File: src/rtl/mips_pkg.sv
// Shared definitions for the multi-cycle MIPS core: opcodes, function codes,
// FSM state and ALU operation encodings.
package mips_pkg;

    localparam logic [5:0] OP_RTYPE = 6'h00;
    localparam logic [5:0] OP_ADDI  = 6'h08;
    localparam logic [5:0] OP_BEQ   = 6'h04;
    localparam logic [5:0] OP_BNE   = 6'h05;

    localparam logic [5:0] FN_ADD = 6'h20;
    localparam logic [5:0] FN_SUB = 6'h22;
    localparam logic [5:0] FN_AND = 6'h24;
    localparam logic [5:0] FN_OR  = 6'h25;
    localparam logic [5:0] FN_SLT = 6'h2A;
    localparam logic [5:0] FN_JR  = 6'h08;

    typedef enum logic [1:0] {
        FETCH = 2'd0,
        EXEC  = 2'd1,
        WB    = 2'd2
    } state_t;

    typedef enum logic [2:0] {
        ADD = 3'd0,
        SUB = 3'd1,
        AND = 3'd2,
        OR  = 3'd3,
        SLT = 3'd4
    } alu_op_t;

endpackage

File: src/rtl/mips_alu.sv
// Combinational integer ALU; arithmetic wraps modulo 2^XLEN, SLT is signed.
module mips_alu
    import mips_pkg::*;
#(
    parameter int XLEN = 32
) (
    input  logic [XLEN-1:0] a,
    input  logic [XLEN-1:0] b,
    input  alu_op_t         op,
    output logic [XLEN-1:0] result,
    output logic            zero
);

    always_comb begin
        result = '0;
        case (op)
            ADD:     result = a + b;
            SUB:     result = a - b;
            AND:     result = a & b;
            OR:      result = a | b;
            SLT:     result = {{(XLEN-1){1'b0}}, ($signed(a) < $signed(b))};
            default: result = '0;
        endcase
    end

    assign zero = (result == '0);

endmodule

File: src/rtl/mips_multicycle_core.sv
// Multi-cycle MIPS integer core: FETCH (valid/ready handshake), EXEC, WB.
// Owns the PC and register file; reports each completed instruction on retire.
module mips_multicycle_core
    import mips_pkg::*;
#(
    parameter int              XLEN     = 32,
    parameter int              NREGS    = 32,
    parameter logic [XLEN-1:0] RESET_PC = '0
) (
    input  logic            clk,
    input  logic            reset,
    output logic            imem_req,
    output logic [XLEN-1:0] imem_addr,
    input  logic            imem_valid,
    input  logic [31:0]     imem_rdata,
    output logic            retire,
    output logic [XLEN-1:0] retire_pc,
    output logic            retire_wen,
    output logic [4:0]      retire_widx,
    output logic [XLEN-1:0] retire_wdata,
    output logic            illegal
);

    localparam int IDXW = $clog2(NREGS);

    state_t          state_reg;
    logic [XLEN-1:0] pc_reg;
    logic [31:0]     ir_reg;
    logic [XLEN-1:0] alu_q_reg;
    logic [XLEN-1:0] next_pc_reg;
    logic            wen_reg;
    logic [4:0]      widx_reg;
    logic            illegal_reg;
    logic [XLEN-1:0] ret_pc_reg;

    logic [5:0]  opcode;
    logic [5:0]  funct;
    logic [4:0]  rs;
    logic [4:0]  rt;
    logic [4:0]  rd;
    logic [15:0] imm;
    logic        unused_shamt;

    assign opcode       = ir_reg[31:26];
    assign rs           = ir_reg[25:21];
    assign rt           = ir_reg[20:16];
    assign rd           = ir_reg[15:11];
    assign funct        = ir_reg[5:0];
    assign imm          = ir_reg[15:0];
    assign unused_shamt = ^ir_reg[10:6];

    // Register file: index 0 is hardwired zero, indices >= NREGS do not exist.
    logic [XLEN-1:0] rf [NREGS];
    logic            rs_ok;
    logic            rt_ok;
    logic            wr_ok;
    logic            rf_we;
    logic [XLEN-1:0] rs_val;
    logic [XLEN-1:0] rt_val;

    generate
        if (IDXW < 5) begin : g_idx_narrow
            assign rs_ok = (rs[4:IDXW] == '0);
            assign rt_ok = (rt[4:IDXW] == '0);
            assign wr_ok = (widx_reg[4:IDXW] == '0);
        end else begin : g_idx_full
            assign rs_ok = 1'b1;
            assign rt_ok = 1'b1;
            assign wr_ok = 1'b1;
        end
    endgenerate

    assign rs_val = rs_ok ? rf[rs[IDXW-1:0]] : '0;
    assign rt_val = rt_ok ? rf[rt[IDXW-1:0]] : '0;
    assign rf_we  = (state_reg == WB) && wen_reg && wr_ok && (widx_reg != 5'd0);

    genvar gi;
    generate
        for (gi = 0; gi < NREGS; gi++) begin : g_rf
            if (gi == 0) begin : g_zero
                assign rf[gi] = '0;
            end else begin : g_reg
                logic [XLEN-1:0] q_reg;
                always_ff @(posedge clk or posedge reset) begin
                    if (reset) begin
                        q_reg <= '0;
                    end else if (rf_we && (widx_reg[IDXW-1:0] == IDXW'(gi))) begin
                        q_reg <= alu_q_reg;
                    end
                end
                assign rf[gi] = q_reg;
            end
        end
    endgenerate

    // Decode
    alu_op_t         alu_op;
    logic [XLEN-1:0] alu_b;
    logic [XLEN-1:0] alu_result;
    logic            alu_zero;
    logic            dec_wen;
    logic [4:0]      dec_widx;
    logic            dec_illegal;
    logic            is_beq;
    logic            is_bne;
    logic            is_jr;
    logic [XLEN-1:0] imm_sext;
    logic [XLEN-1:0] pc_plus4;
    logic [XLEN-1:0] next_pc_next;

    assign imm_sext = XLEN'($signed(imm));
    assign pc_plus4 = pc_reg + XLEN'(4);

    always_comb begin
        alu_op      = ADD;
        alu_b       = rt_val;
        dec_wen     = 1'b0;
        dec_widx    = rd;
        dec_illegal = 1'b0;
        is_beq      = 1'b0;
        is_bne      = 1'b0;
        is_jr       = 1'b0;
        case (opcode)
            OP_RTYPE: begin
                case (funct)
                    FN_ADD:  begin alu_op = ADD; dec_wen = 1'b1; end
                    FN_SUB:  begin alu_op = SUB; dec_wen = 1'b1; end
                    FN_AND:  begin alu_op = AND; dec_wen = 1'b1; end
                    FN_OR:   begin alu_op = OR;  dec_wen = 1'b1; end
                    FN_SLT:  begin alu_op = SLT; dec_wen = 1'b1; end
                    FN_JR:   is_jr = 1'b1;
                    default: dec_illegal = 1'b1;
                endcase
            end
            OP_ADDI: begin
                alu_b    = imm_sext;
                dec_wen  = 1'b1;
                dec_widx = rt;
            end
            OP_BEQ: begin
                alu_op = SUB;
                is_beq = 1'b1;
            end
            OP_BNE: begin
                alu_op = SUB;
                is_bne = 1'b1;
            end
            default: dec_illegal = 1'b1;
        endcase
    end

    mips_alu #(
        .XLEN(XLEN)
    ) u_alu (
        .a      (rs_val),
        .b      (alu_b),
        .op     (alu_op),
        .result (alu_result),
        .zero   (alu_zero)
    );

    // Branch comparison reuses the ALU's SUB result: zero means rs == rt.
    always_comb begin
        next_pc_next = pc_plus4;
        if ((is_beq && alu_zero) || (is_bne && !alu_zero)) begin
            next_pc_next = pc_plus4 + (imm_sext << 2);
        end else if (is_jr) begin
            next_pc_next = {rs_val[XLEN-1:2], 2'b00};
        end
    end

    always_ff @(posedge clk or posedge reset) begin
        if (reset) begin
            state_reg   <= FETCH;
            pc_reg      <= RESET_PC;
            ir_reg      <= '0;
            alu_q_reg   <= '0;
            next_pc_reg <= '0;
            wen_reg     <= 1'b0;
            widx_reg    <= '0;
            illegal_reg <= 1'b0;
            ret_pc_reg  <= '0;
        end else begin
            case (state_reg)
                FETCH: begin
                    if (imem_valid) begin
                        ir_reg    <= imem_rdata;
                        state_reg <= EXEC;
                    end
                end
                EXEC: begin
                    alu_q_reg   <= alu_result;
                    next_pc_reg <= next_pc_next;
                    wen_reg     <= dec_wen;
                    widx_reg    <= dec_widx;
                    illegal_reg <= dec_illegal;
                    ret_pc_reg  <= pc_reg;
                    state_reg   <= WB;
                end
                WB: begin
                    pc_reg    <= next_pc_reg;
                    state_reg <= FETCH;
                end
                default: state_reg <= FETCH;
            endcase
        end
    end

    // Retire fields are loaded once per instruction and hold between pulses.
    assign imem_req     = (state_reg == FETCH) && !reset;
    assign imem_addr    = pc_reg;
    assign retire       = (state_reg == WB);
    assign retire_pc    = ret_pc_reg;
    assign retire_wen   = wen_reg;
    assign retire_widx  = widx_reg;
    assign retire_wdata = alu_q_reg;
    assign illegal      = retire && illegal_reg;

endmodule

File: config.mk
export PLATFORM = sky130hd
export DESIGN_NAME = mips_multicycle_core
export DESIGN_NICKNAME = d
export VERILOG_FILES = /design/src/rtl/mips_pkg.sv /design/src/rtl/mips_alu.sv /design/src/rtl/mips_multicycle_core.sv
export SDC_FILE = /design/constraint.sdc
export NUM_CORES = 2
export LEC_CHECK = 0
export CORE_MARGIN = 5
export CORE_UTILIZATION = 50
export CTS_CLUSTER_SIZE = 40
export DETAILED_ROUTE_END_ITERATION = 8
export GPL_ROUTABILITY_DRIVEN = 0
export PLACE_DENSITY = 0.66
export SYNTH_ARGS = -nofsm -noshare
export SYNTH_HDL_FRONTEND = slang
export SYNTH_SLANG_ARGS = --single-unit
File: constraint.sdc
create_clock -name clk -period 122.2 [get_ports clk]
set_input_delay 24.44 -clock clk [delete_from_list [all_inputs] [get_ports clk]]
set_output_delay 24.44 -clock clk [all_outputs]
set_load 0.1 [all_outputs]
* Yosys cells after proc, flatten, opt, wreduce, memory -nomap -nowiden
Cells that the tools add are included.
W data, S select, Z words.
** Word-level totals
- Input bits :: 35
- Logic and storage cells :: 171
- Bits in registers :: 1161
** Cells by class
- Bitwise operators :: 4
- $add $sub $neg :: 4
- Reduce and logical (&&, ||, !) cells :: 50
- Eq/ne operators :: 47
- Mux-type cells :: 23
- Magnitude comparators :: 3
** Operators by type and width (number)
- $bmux W32 S5 :: 2
- $mux W32 :: 7
- $pmux W32 S5 :: 1
- $eq A5 B5 Y1 const B :: 16
- $add A32 B32 Y32 :: 2
- $eq A5 B4 Y1 const B :: 8
- $logic_and A1 B1 Y1 :: 37
- $add A32 B3 Y32 const B :: 1
- $and A32 B32 Y32 :: 1
- $logic_not A32 Y1 :: 1
- $lt A32 B32 Y1 :: 1
- $or A32 B32 Y32 :: 1
- $sub A32 B32 Y32 :: 1
- $eq A6 B6 Y1 const B :: 5
- $eq A5 B3 Y1 const B :: 4
- $eq A6 B3 Y1 const B :: 2
- $eq A6 B4 Y1 const B :: 2
- $ge A6 B6 Y1 const B :: 2
- $not A5 Y6 :: 2
- $pmux W3 S4 :: 1
- $eq A5 B2 Y1 const B :: 2
- $eq A3 B2 Y1 const B :: 2
- $logic_not A6 Y1 :: 1
- $mux W1 :: 6
- 21 further kinds :: 23

* Logic depth before layout (Yosys ltp)
- Depth after elaboration :: 12
- Depth in mapped cells :: 36

* By module
A second synthesis with hierarchy kept.
** Unflattened totals
- Cell total of the unflattened synthesis :: 5131
- Area total of the unflattened synthesis :: 67282.0 um^2
** By module, submodules not included
- mips_multicycle_core :: area an instance 62053.3 um^2, cells an instance 4327, sequential area each 29052.9 um^2, instances 1
- mips_alu :: area an instance 5228.8 um^2, cells an instance 804, sequential area each 0.0 um^2, instances 1

* Worst setup path before layout
OpenSTA, ideal clock, no wires.
- Kind :: input to output
- Start point :: input reset
- End point :: output imem_req
- Slack :: 71.293 ns
- Required time :: 97.760 ns
- Stages :: 1
- Path buffers :: 0
- Arrival :: 26.467 ns
- Cells stage by stage :: nor3_1
** Between the ends
- Cells in the longest elaborated chain, start to end :: 2
** Ends and longest elaborated chain
- start, declared :: RTL line mips_multicycle_core.sv:11 : input logic reset,
- $logic_not A1 Y1 :: RTL line mips_multicycle_core.sv:210 : assign imem_req = (state_reg == FETCH) && !reset;
- $logic_and A1 B1 Y1 :: RTL line mips_multicycle_core.sv:210
- end, declared :: RTL line mips_multicycle_core.sv:12 : output logic imem_req,
No other way between the ends.

* Worst setup path in the final report
Same ends and word-level chain as after synthesis.

==> summary.txt <==
Outcome
  • Outcome: finished with violations
  • Failing checks: DRC

CTS
  • Worst-path clk slew: 60 ps
  • CTS H-tree depth: 4
  • Resize count post-CTS: 0
  • TritonCTS clock tree: yes
  • Clk sinks: 1161
  • Clock latency on the worst-skew pair: 810 ps
  • Clk root buf: clkbuf_16
  • Clock Path Buffers: 3
  • Hold Buf Count CTS: 0
  • CTS buffer count: 132
  • Setup bufs post-CTS: 0

Floorplanning
  • Initial Util: 50.2%
  • Chip height: 378 um
  • Die X-Extent: 378 um
  • Ports: 140
  • Die area: 143000 um^2
  • Std-Cell Rows: 135
  • Core Area: 135000 um^2

Place
  • # port buffers: 139
  • Placed cell area: 70500 um^2
  • Final HPWL DP: 136 mm
  • Worst slack, placed: 71430 ps
  • Placed insts: 6813

Yosys
  • Mapped Cells: 5209
  • Post-synthesis sequential area ratio: 42.9%
  • Top cell type's share of synthesized area: 42.9%
  • Post-synth EDFFs: 0
  • Area leader, netlist: dfrtp_1
  • Net count after synthesis: 5369
  • Count of state elements after synthesis: 1161
  • Mapped Avg Cell Area: 13.0 um^2
  • Synth warn: 0
  • Synth top area cells: dfrtp_1 (43%), mux2_2 (19%), mux4_2 (16%)
  • Post-synthesis cell type count: 119
  • Share of flip-flops with an asynchronous set or reset: 100%
  • Area of the mapped netlist: 67700 um^2
  • Post-synth top flop: dfrtp_1

Finish
  • Fin cells: 7047
  • Max reg flops: 992
  • Layout area overhead: 10.7%
  • Layout cell share with drive strength beyond 1: 38.9%
  • Multi-input gate area: 36300 um^2
  • Layout Nets: 5326
  • Filler Cell Count: 11000
  • Commonest non-fill, non-tap cell in the layout: dfrtp_1
  • Post-route cell area: 74900 um^2
  • Reg area: 29100 um^2
  • Most frequent cells in the layout: dfrtp_1 (1154), mux2_2 (1113), mux4_2 (475)

Worst hold path
  • Worst min path class: reg2reg
  • Hold depth: 2
  • Hold Path Sink: retire_pc[11]
  • Worst hold start: retire_pc[11]

GRT
  • First-pass GRT wire length: 326 mm
  • Initial antenna violation count: 9
  • GRT Total Usage: 30.8%
  • Largest net degree at the start of global routing: 182
  • Number of global-route vias before repair: 47800
  • GR Overflow Total: 0

Setup path
  • Critical Path RT: 97760 ps
  • Critical path class: in2out
  • Capturing point of the worst reg2reg path: next_pc_reg[15]
  • Worst Path Arrival: 26320 ps
  • Startpoint Class: primary input
  • R2R Setup Slk: 111590 ps
  • Worst Setup End Kind: output pin
  • Worst Path Max Fanout: 2
  • Reg2Reg Launch Point: ir_reg[21]
  • Number of cells on the worst reg-to-reg path: 24

Timing
  • Max Fclk: 0.0197 GHz
  • Setup TNS: 0 ps
  • Slew margin rel.: 10.7%
  • Clock Skew: 35.1 ps
  • Final Max Tran Viols: 0
  • Period Utilization, post-route: 41.5%
  • RSZ-0062 raised after global routing: no
  • Final setup fails: 0
  • Hold Fails Final Rpt: 0
  • Worst Setup Slack, final: 71440 ps
  • Worst-Margin Slew: 1300 ps
  • Final Critical Period: 50760 ps

Pwr
  • Power, Total: 1360 uW
  • IR drop worst, VDD: 0.0164 mV
  • Leakage power total: 0.0347 uW
  • Total power per unit cell area: 18.2 nW/um^2

Drt
  • Wire per inst: 31.0 um
  • Via density: 6.73
  • Final antenna-violating net count: 0
  • Total Wirelength: 219 mm
  • First-pass DRT Iterations: 9
  • Remaining DRCs: 2
  • Total number of vias: 47400
  • Drt first-iter violations: 4954

Job
  • Max Cap Viol: 0
[where the power goes]
group	switching [uW]	leakage (uW)	internal [uW]	total [uW]
Sequential	38.7	0.0159	407	446
Combinational	349	0.0166	154	503
Clock	172	0.00217	240	412
Total	560	0.0347	802	1360
[cell usage after synthesis, drive strengths merged, types with 8 or more instances]
| cell | count |
|---|---|
| a22oi | 42 |
| o22ai | 19 |
| a21oi | 120 |
| or3 | 21 |
| o31ai | 17 |
| o211ai | 17 |
| a211o | 28 |
| a2111oi | 8 |
| nand3 | 55 |
| nand4 | 13 |
| inv | 115 |
| nand2b | 25 |
| nor4 | 9 |
| a22o | 51 |
| a221oi | 20 |
| xor2 | 24 |
| mux2i | 179 |
| a21o | 29 |
| dfrtp | 1161 |
| o21bai | 17 |
| nand2 | 332 |
| mux2 | 1123 |
| buf | 170 |
| nor3 | 50 |
| and3 | 27 |
| xnor2 | 48 |
| a221o | 11 |
| clkbuf | 277 |
| nor3b | 11 |
| a31oi | 44 |
| mux4 | 476 |
| a211oi | 18 |
| ha | 122 |
| nor2 | 228 |
| o21ai | 125 |
| o221ai | 9 |
| or2 | 16 |
| and2 | 13 |
| nor2b | 21 |
[worst max-delay path: stages]
cell and delay (ps):
clkdlybuf4s50_1 520, nor3_1 190, clkdlybuf4s50_1 1170
[worst max-delay path by stage]
stage,from,endpoint,slack (ps),cells past startpoint
after detailed placement,reset,imem_req,71430,3
after global routing,reset,imem_req,71390,3
after global placement,reset,imem_req,71460,3
after CTS,reset,imem_req,71440,3
after floorplan,reset,g_rf[10].g_reg.q_reg[0],65060,1
final,reset,imem_req,71440,3
[kinds of logic after synthesis]
kind of cell    after synthesis  synth area share [%]
compound gates              660                  7.03
xor+xnor                     72                 0.932
fa+ha+maj                   125                  2.34
buf+inv                     566                  3.84
flops                      1161                  42.9
mux                        1778                  37.2
simple gates                847                  5.74
[routing by layer]
layer	track usage, %	share of wire [%]
met3	8.05	10
met4	13.1	5.0
met1	42.7	41
met5	0	0.021
met2	46.3	44
[through the flow]
step	util, %	hold slack (ps)
2_1_floorplan	-	442
3_3_place_gp	52.2	460
3_5_place_dp	52.2	465
4_1_cts	55.5	479
5_1_grt	55.5	498
6_report	55.5	473
[layout make-up]
| class | instances | share of cell area (%) |
|---|---|---|
| Antenna cell | 2 | 0.00668 |
| Inverter | 115 | 0.593 |
| Timing Repair Buffer | 274 | 3.29 |
| Tap cell | 1781 | 2.97 |
| Clock inverter | 47 | 0.940 |
| Multi-Input combinational cell | 3482 | 48.4 |
| Clock buffer | 185 | 4.97 |
| Sequential cell | 1161 | 38.8 |
(Power assumes the default switching activity.)
